## src/rtl/shifter_arbiter.sv

```systemverilog
// shifter_arbiter
//   Shares the core's single 32-bit barrel shifter between two requesters:
//   requester 0 = execute-stage ALU shifts, requester 1 = load/store byte-lane
//   alignment. Round-robin arbitration, valid/ready on both request ports,
//   result registered in a single-entry output buffer tagged with the winner.
//
// Ports
//   clk_i                      core clock, all state on rising edge
//   reset_i                    synchronous, active-high reset
//   req_valid_i[1:0]           per-requester request valid
//   req_ready_o[1:0]           per-requester accept (combinational)
//   req_in_i[63:0]             operand, [32i+31:32i] belongs to requester i
//   req_amount_i[9:0]          shift amount, [5i+4:5i] belongs to requester i
//   req_is_right_i[1:0]        right shift per requester
//   req_is_right_arithmetic_i  arithmetic right shift per requester
//   resp_valid_o               output buffer holds a result
//   resp_ready_i               consumer accepts the result
//   resp_id_o                  requester that produced resp_data_o
//   resp_data_o[31:0]          shift result
//
// Optional build macro SHIFTER_ARB_STATS_EN adds stat_grants0_o,
// stat_grants1_o (accepted requests per requester) and stat_stall_o (cycles
// with a pending request but no grant). Counters wrap at 2^32.

module shifter_arbiter #(
   parameter int NUM_REQ = 2,
   parameter int ID_BITS = 1
) (
   input  logic                 clk_i,
   input  logic                 reset_i,
   input  logic [NUM_REQ-1:0]   req_valid_i,
   output logic [NUM_REQ-1:0]   req_ready_o,
   input  logic [NUM_REQ*32-1:0] req_in_i,
   input  logic [NUM_REQ*5-1:0] req_amount_i,
   input  logic [NUM_REQ-1:0]   req_is_right_i,
   input  logic [NUM_REQ-1:0]   req_is_right_arithmetic_i,
   output logic                 resp_valid_o,
   input  logic                 resp_ready_i,
   output logic [ID_BITS-1:0]   resp_id_o,
   output logic [31:0]          resp_data_o
`ifdef SHIFTER_ARB_STATS_EN
   ,
   output logic [31:0]          stat_grants0_o,
   output logic [31:0]          stat_grants1_o,
   output logic [31:0]          stat_stall_o
`endif
);

   generate
      if (NUM_REQ != 2) begin : g_bad_num_req
         $error("shifter_arbiter supports exactly NUM_REQ = 2");
      end
   endgenerate

   typedef enum logic {EMPTY = 1'b0, FULL = 1'b1} state_e;

   state_e               state_q, state_d;
   logic                 rr_prio_q, rr_prio_d;
   logic [ID_BITS-1:0]   id_q, id_d;
   logic [31:0]          data_q, data_d;

   logic                 can_accept, grant, grant_id;
   logic [31:0]          op_in, shift_res;
   logic [4:0]           op_amt;
   logic                 op_right, op_arith;

   // Arbitration: favoured requester wins a tie, a lone requester always wins.
   // Reset gating keeps req_ready low during the reset cycle.
   assign can_accept = (state_q == EMPTY) | resp_ready_i;
   assign grant      = can_accept & (|req_valid_i) & ~reset_i;
   assign grant_id   = (&req_valid_i) ? rr_prio_q : req_valid_i[1];

   assign req_ready_o[0] = grant & ~grant_id;
   assign req_ready_o[1] = grant &  grant_id;

   // Winner's payload drives the shared shifter
   assign op_in    = grant_id ? req_in_i[63:32] : req_in_i[31:0];
   assign op_amt   = grant_id ? req_amount_i[9:5] : req_amount_i[4:0];
   assign op_right = req_is_right_i[grant_id];
   // Arithmetic only means something for right shifts; otherwise logical left
   assign op_arith = req_is_right_arithmetic_i[grant_id] & op_right;

   always_comb begin
      shift_res = op_in << op_amt;
      if (op_right)
         shift_res = op_arith ? 32'($signed(op_in) >>> op_amt) : (op_in >> op_amt);
   end

   always_comb begin
      state_d   = state_q;
      rr_prio_d = rr_prio_q;
      id_d      = id_q;
      data_d    = data_q;
      if (grant) begin
         rr_prio_d = ~grant_id;
         id_d      = ID_BITS'(grant_id);
         data_d    = shift_res;
      end
      case (state_q)
         EMPTY:   if (grant) state_d = FULL;
         FULL:    if (resp_ready_i && !grant) state_d = EMPTY;
         default: state_d = EMPTY;
      endcase
   end

   always_ff @(posedge clk_i) begin
      if (reset_i) begin
         state_q   <= EMPTY;
         rr_prio_q <= 1'b0;
         id_q      <= '0;
         data_q    <= '0;
      end else begin
         state_q   <= state_d;
         rr_prio_q <= rr_prio_d;
         id_q      <= id_d;
         data_q    <= data_d;
      end
   end

   assign resp_valid_o = (state_q == FULL);
   assign resp_id_o    = id_q;
   assign resp_data_o  = data_q;

`ifdef SHIFTER_ARB_STATS_EN
   logic [31:0] g0_q, g1_q, stall_q;

   always_ff @(posedge clk_i) begin
      if (reset_i) begin
         g0_q    <= '0;
         g1_q    <= '0;
         stall_q <= '0;
      end else begin
         if (req_ready_o[0]) g0_q <= g0_q + 32'd1;
         if (req_ready_o[1]) g1_q <= g1_q + 32'd1;
         if ((|req_valid_i) && !grant) stall_q <= stall_q + 32'd1;
      end
   end

   assign stat_grants0_o = g0_q;
   assign stat_grants1_o = g1_q;
   assign stat_stall_o   = stall_q;
`endif

endmodule

```

## config.mk

```make
export PLATFORM = sky130hd
export DESIGN_NAME = shifter_arbiter
export DESIGN_NICKNAME = d
export VERILOG_FILES = /design/src/rtl/shifter_arbiter.sv
export SDC_FILE = /design/constraint.sdc
export NUM_CORES = 1
export LEC_CHECK = 0
export ABC_AREA = 1
export CAP_MARGIN = 20
export CORE_UTILIZATION = 36
export CTS_CLUSTER_DIAMETER = 50
export DETAILED_ROUTE_END_ITERATION = 6
export PLACE_DENSITY_LB_ADDON = 0.08
export REMOVE_ABC_BUFFERS = 1
export SLEW_MARGIN = 20
export SYNTH_ARGS = -nofsm -noshare
export SYNTH_HDL_FRONTEND = slang
export SYNTH_SLANG_ARGS = --single-unit
```

## constraint.sdc

```tcl
create_clock -name clk_i -period 4.65 [get_ports clk_i]
set_clock_uncertainty 0.15 [all_clocks]
set_input_delay 1.395 -clock clk_i [delete_from_list [all_inputs] [get_ports clk_i]]
set_output_delay 1.395 -clock clk_i [all_outputs]
set_load 0.1 [all_outputs]
```

After elaboration in Yosys (flattened, before gate mapping)
Cells that the tools add are included.
Widths: inputs -> output; s select.

storage, ports and cells
  memories = 0
  output and inout port bits = 36
  ROM bits = 0
  input port bits = 83
  memory bits (writable) = 0
  latch bits = 0
  register bits after elaboration = 35

operators by class
  bitwise gates (word level) = 9
  add/sub/neg operators = 0
  equal/unequal tests = 0
  order comparisons = 1
  reductions and logical operators = 4
  shifts and indexed selects = 3
  divide/modulo/power cells = 0
  multipliers = 0
  mux-type cells = 12

operators with widths
  operator            number
  $mux 32             3
  $shl 32x5->32       1
  $shr 32x5->32       1
  $sshr 32x5->32      1
  $mux 1              7
  $and 1x1->1         5
  $mux 5              1
  $not 1->1           3
  $lt 1x2->1 const B  1
  $pmux 1 s2          1
  $reduce_and 2->1    1
  $reduce_or 2->1     1
  $logic_and 1x1->1   1
  $logic_not 1->1     1
  $or 1x1->1          1

Depth between registers and ports, before layout
  depth in word-level cells = 8
  depth in mapped cells = 18

Worst setup path after synthesis
No wires, ideal clock.

  kind = input-to-output
  from = input port req_valid_i[1]
  to = output port req_ready_o[1]
  data arrival time = 3.596 ns
  path buffers = 3
  required time = 3.105 ns
  stages on the path = 6
  path slack = -0.491 ns
  cells stage by stage = buf_4 > buf_2 > nor2_1 > nand3b_1 > clkbuf_1 > nor2_1

on the way
  word-level cells in the longest chain between the ends = 4
  elaborated cells on any way between the ends = 6
  classes of those cells = 1 x mux; 3 x bitwise; 2 x reduce/logical

RTL lines
  item                      line  RTL
  start: declaration        31    input logic [NUM_REQ-1:0] req_valid_i,
  $reduce_or 2->1           70    assign grant = can_accept & (|req_valid_i) & ~reset_i;
  $and 1x1->1 (2 in a row)  70
  $and 1x1->1 *             74    assign req_ready_o[1] = grant & grant_id;
  end: declaration          32    output logic [NUM_REQ-1:0] req_ready_o,

Every way passes the cells marked *; elsewhere a longest branch is shown, timed or not.

Worst setup path in the final report
Same ends and word-level chain as after synthesis.

==> metrics.txt <==
R2R Setup Slk 1.98 ns; slowest cell on the critical path clkdlybuf4s50_1; Min Clock Period, post-route 4.36 ns; share of the synthesized area in the top cell type 31.6%; via count 8027; Reg clk slew, reported paths 0.06 ns; end-of-flow core utilization 47.2%; fmax 0.230 GHz; sequential share of the synthesized area 11.8%; async set or reset register ratio after synthesis 0%; worst hold start resp_data_o[24]; largest area contributor in the netlist nand2_1; Bufs on Longest Clock Path 2; placed cell count 1482; CP required 3.11 ns; Overall Global Routing Usage 30.8%; Area Overhead vs Synth 27.5%; H-tree lvl count 2; FP Rows 46; initial antenna violation count 0; first-pass GRT wire length 40000 um; Antenna Cells 0; grt met3 use 3.49%; Rel. slew slack 32.2%; Post-CTS Setup Bufs 0; Worst Setup End Kind output pin; CP Max Fanout 12; cts repair resizes 0; cells after synthesis 1189; Slew Viols, Final 0; Worst-Margin Slew 1.01 ns; Initial Util 37.0%; fin nets 1356; PD cells 294 nW/um^2; crit share post-route 93.7%; Post-synth EDFFs 0; Synth Cell Area 5920 sq um; RePlAce Congestion 0.948; CP startpoint kind primary input; outcome complete, but fails checks; Synth area leaders nand2_1, nand3_1, dfxtp_1, inv_1, nor2_1; number of global-route vias before repair 7321; Max Cap Viol 0; Vias/cell 5.39; fraction of layout cells with a size suffix above 1 6.04%; CTS tree yes; DRT Wirelength 25500 um; met1 Track Usage GR 42.2%; Residual DRC 1; CP Buf/Inv Count 3; CP top delay family buffers and inverters; largest net degree at the start of global routing 72; failing checks design-rule violations; flops & latches, synth 35; Syn. warnings 0; post-route ant nets 0; Final Hold Fails 0; total CTS buffers 5; CP Data Arrival Time 2.81 ns; Main synth FF type dfxtp_1; post-DR wirelength/cell 17.1 um; reg2reg start rr_prio_q; Pleak 3.86 nW; die height 130 um; Die Span X 130 um; GR peak layer met2; hold-fix buffer count after cts 0; crit path cell chain clkdlybuf4s50_1 -> buf_12 -> nor2_1 -> nand3b_1 -> nor2_1 -> buf_12; HP Class flop to flop; CORE AREA 16000 sq um; Root Buffer clkbuf_16; DRT Pass-1 Iters 7; Worst Setup SP req_valid_i[1]; worst vdd ir 0.000200 V; synthesized area per cell 4.98 sq um; # IOs 119; max incr delay on CP 0.50 ns; met2 GRT Util 49.6%; synth unique cells 35; Crit Path Class primary input to output pin; 1st-iter DRT viols 739; Die ar. 17000 sq um; post-DP HPWL 20000 um; RSZ-0062 raised after global routing false; grt ovf 0; Final Non-Filler Cells 1490; clock sinks 35; final setup violation count 0; PortBufs 118; clk_lat worst skew 0.28 ns
sequential cells by signal (all words and copies together) (netlist names):
register      cells
resp_data_o      32
resp_id_o         1
resp_valid_o      1
rr_prio_q         1
cell usage after synthesis (10+ instances only):
cell      number
a21boi_1      12
a21oi_1       32
buf_2         24
buf_4         15
clkbuf_1      24
dfxtp_1       35
inv_1         72
inv_2         10
nand2_1      498
nand3_1      322
nand4_1       12
nor2_1        48
o211ai_1      10
o21ai_0       11
o21ai_1       13
power breakdown:
| part | internal, mW | switching, mW | total (mW) |
|---|---|---|---|
| clock | 0.253 | 0.133 | 0.386 |
| sequential | 0.342 | 0.0215 | 0.363 |
| combinational | 0.440 | 1.03 | 1.47 |
| total | 1.03 | 1.18 | 2.22 |
worst reg2reg max path, cell delays in order, from the launching register on:
cell	delay, ns
dfxtp_1	0.33
inv_2	0.07
nand2_4	0.07
buf_4	0.31
nand3b_1	0.13
nand2_1	0.12
buf_12	0.21
nand2_1	0.16
nand2_1	0.14
nand3_1	0.08
nand2_1	0.11
nand2_1	0.06
nand2_1	0.07
nand2_1	0.05
a21oi_1	0.25
nand2_1	0.15
a21oi_1	0.14
final timing paths:
kind,to,depth (start not counted)
worst min register to register,resp_data_o[24],2
worst max register to register,resp_data_o[29],16
worst min-delay path,resp_data_o[24],2
worst max-delay path,req_ready_o[1],6
layer usage:
layer | up-vias | wire length (um)
met5 | - | 0
met4 | 0 | 904
met3 | 50 | 1360
met2 | 300 | 11400
met1 | 3616 | 11800
li1 | 4061 | -
kinds of logic (layout without fill, tap and decap cells):
| logic type | Yosys count | count (layout) | synth area share [%] |
|---|---|---|---|
| flip-flops | 35 | 35 | 11.8 |
| buffers and inverters | 159 | 244 | 12.3 |
| AND/OR/NAND/NOR | 905 | 905 | 66.2 |
| AO/OA/AOI/OAI | 90 | 90 | 9.67 |
layout by cell type, fill, tap and decap left out, drive strengths merged:
cell type / Yosys / final
o21ai: 30 / 30
nand3: 323 / 323
nand2: 505 / 505
dfxtp: 35 / 35
bufinv: 0 / 1
o211ai: 10 / 10
nand3b: 6 / 6
or2: 1 / 1
nor2: 54 / 54
a31o: 1 / 1
buf: 52 / 37
inv: 82 / 82
clkinv: 1 / 3
a22oi: 1 / 1
nor3: 2 / 2
clkbuf: 24 / 5
o21bai: 1 / 1
nand4: 12 / 12
clkdlybuf4s50: 0 / 116
a21boi: 12 / 12
and3: 2 / 2
o22ai: 2 / 2
a21oi: 33 / 33
stage by stage:
| step | area, sq um | setup slack (ns) | hold WS [ns] | setup TNS [ns] | power (mW) |
|---|---|---|---|---|---|
| final | 7550 | 0.294 | 0.316 | 0 | 2.22 |
| after global routing | 7550 | 0.214 | 0.328 | 0 | 2.37 |
| after CTS | 7550 | 0.291 | 0.314 | 0 | 2.22 |
| after detailed placement | 7390 | 0.235 | 0.306 | 0 | 1.83 |
| after global placement | 7390 | 0.211 | 0.306 | 0 | 1.83 |
| after floorplan | 5510 | -1.11 | 0.301 | -2.25 | 1.33 |
layout make-up:
cell class	count	area (sq um)
clock inverter	3	43.8
fill	1937	8450
inverter	83	312
clock buffer	5	125
tap	216	270
timing repair buffer	153	1600
multi-input combinational	995	4500
sequential	35	701
No activity file was read; power rests on OpenSTA's default activity.
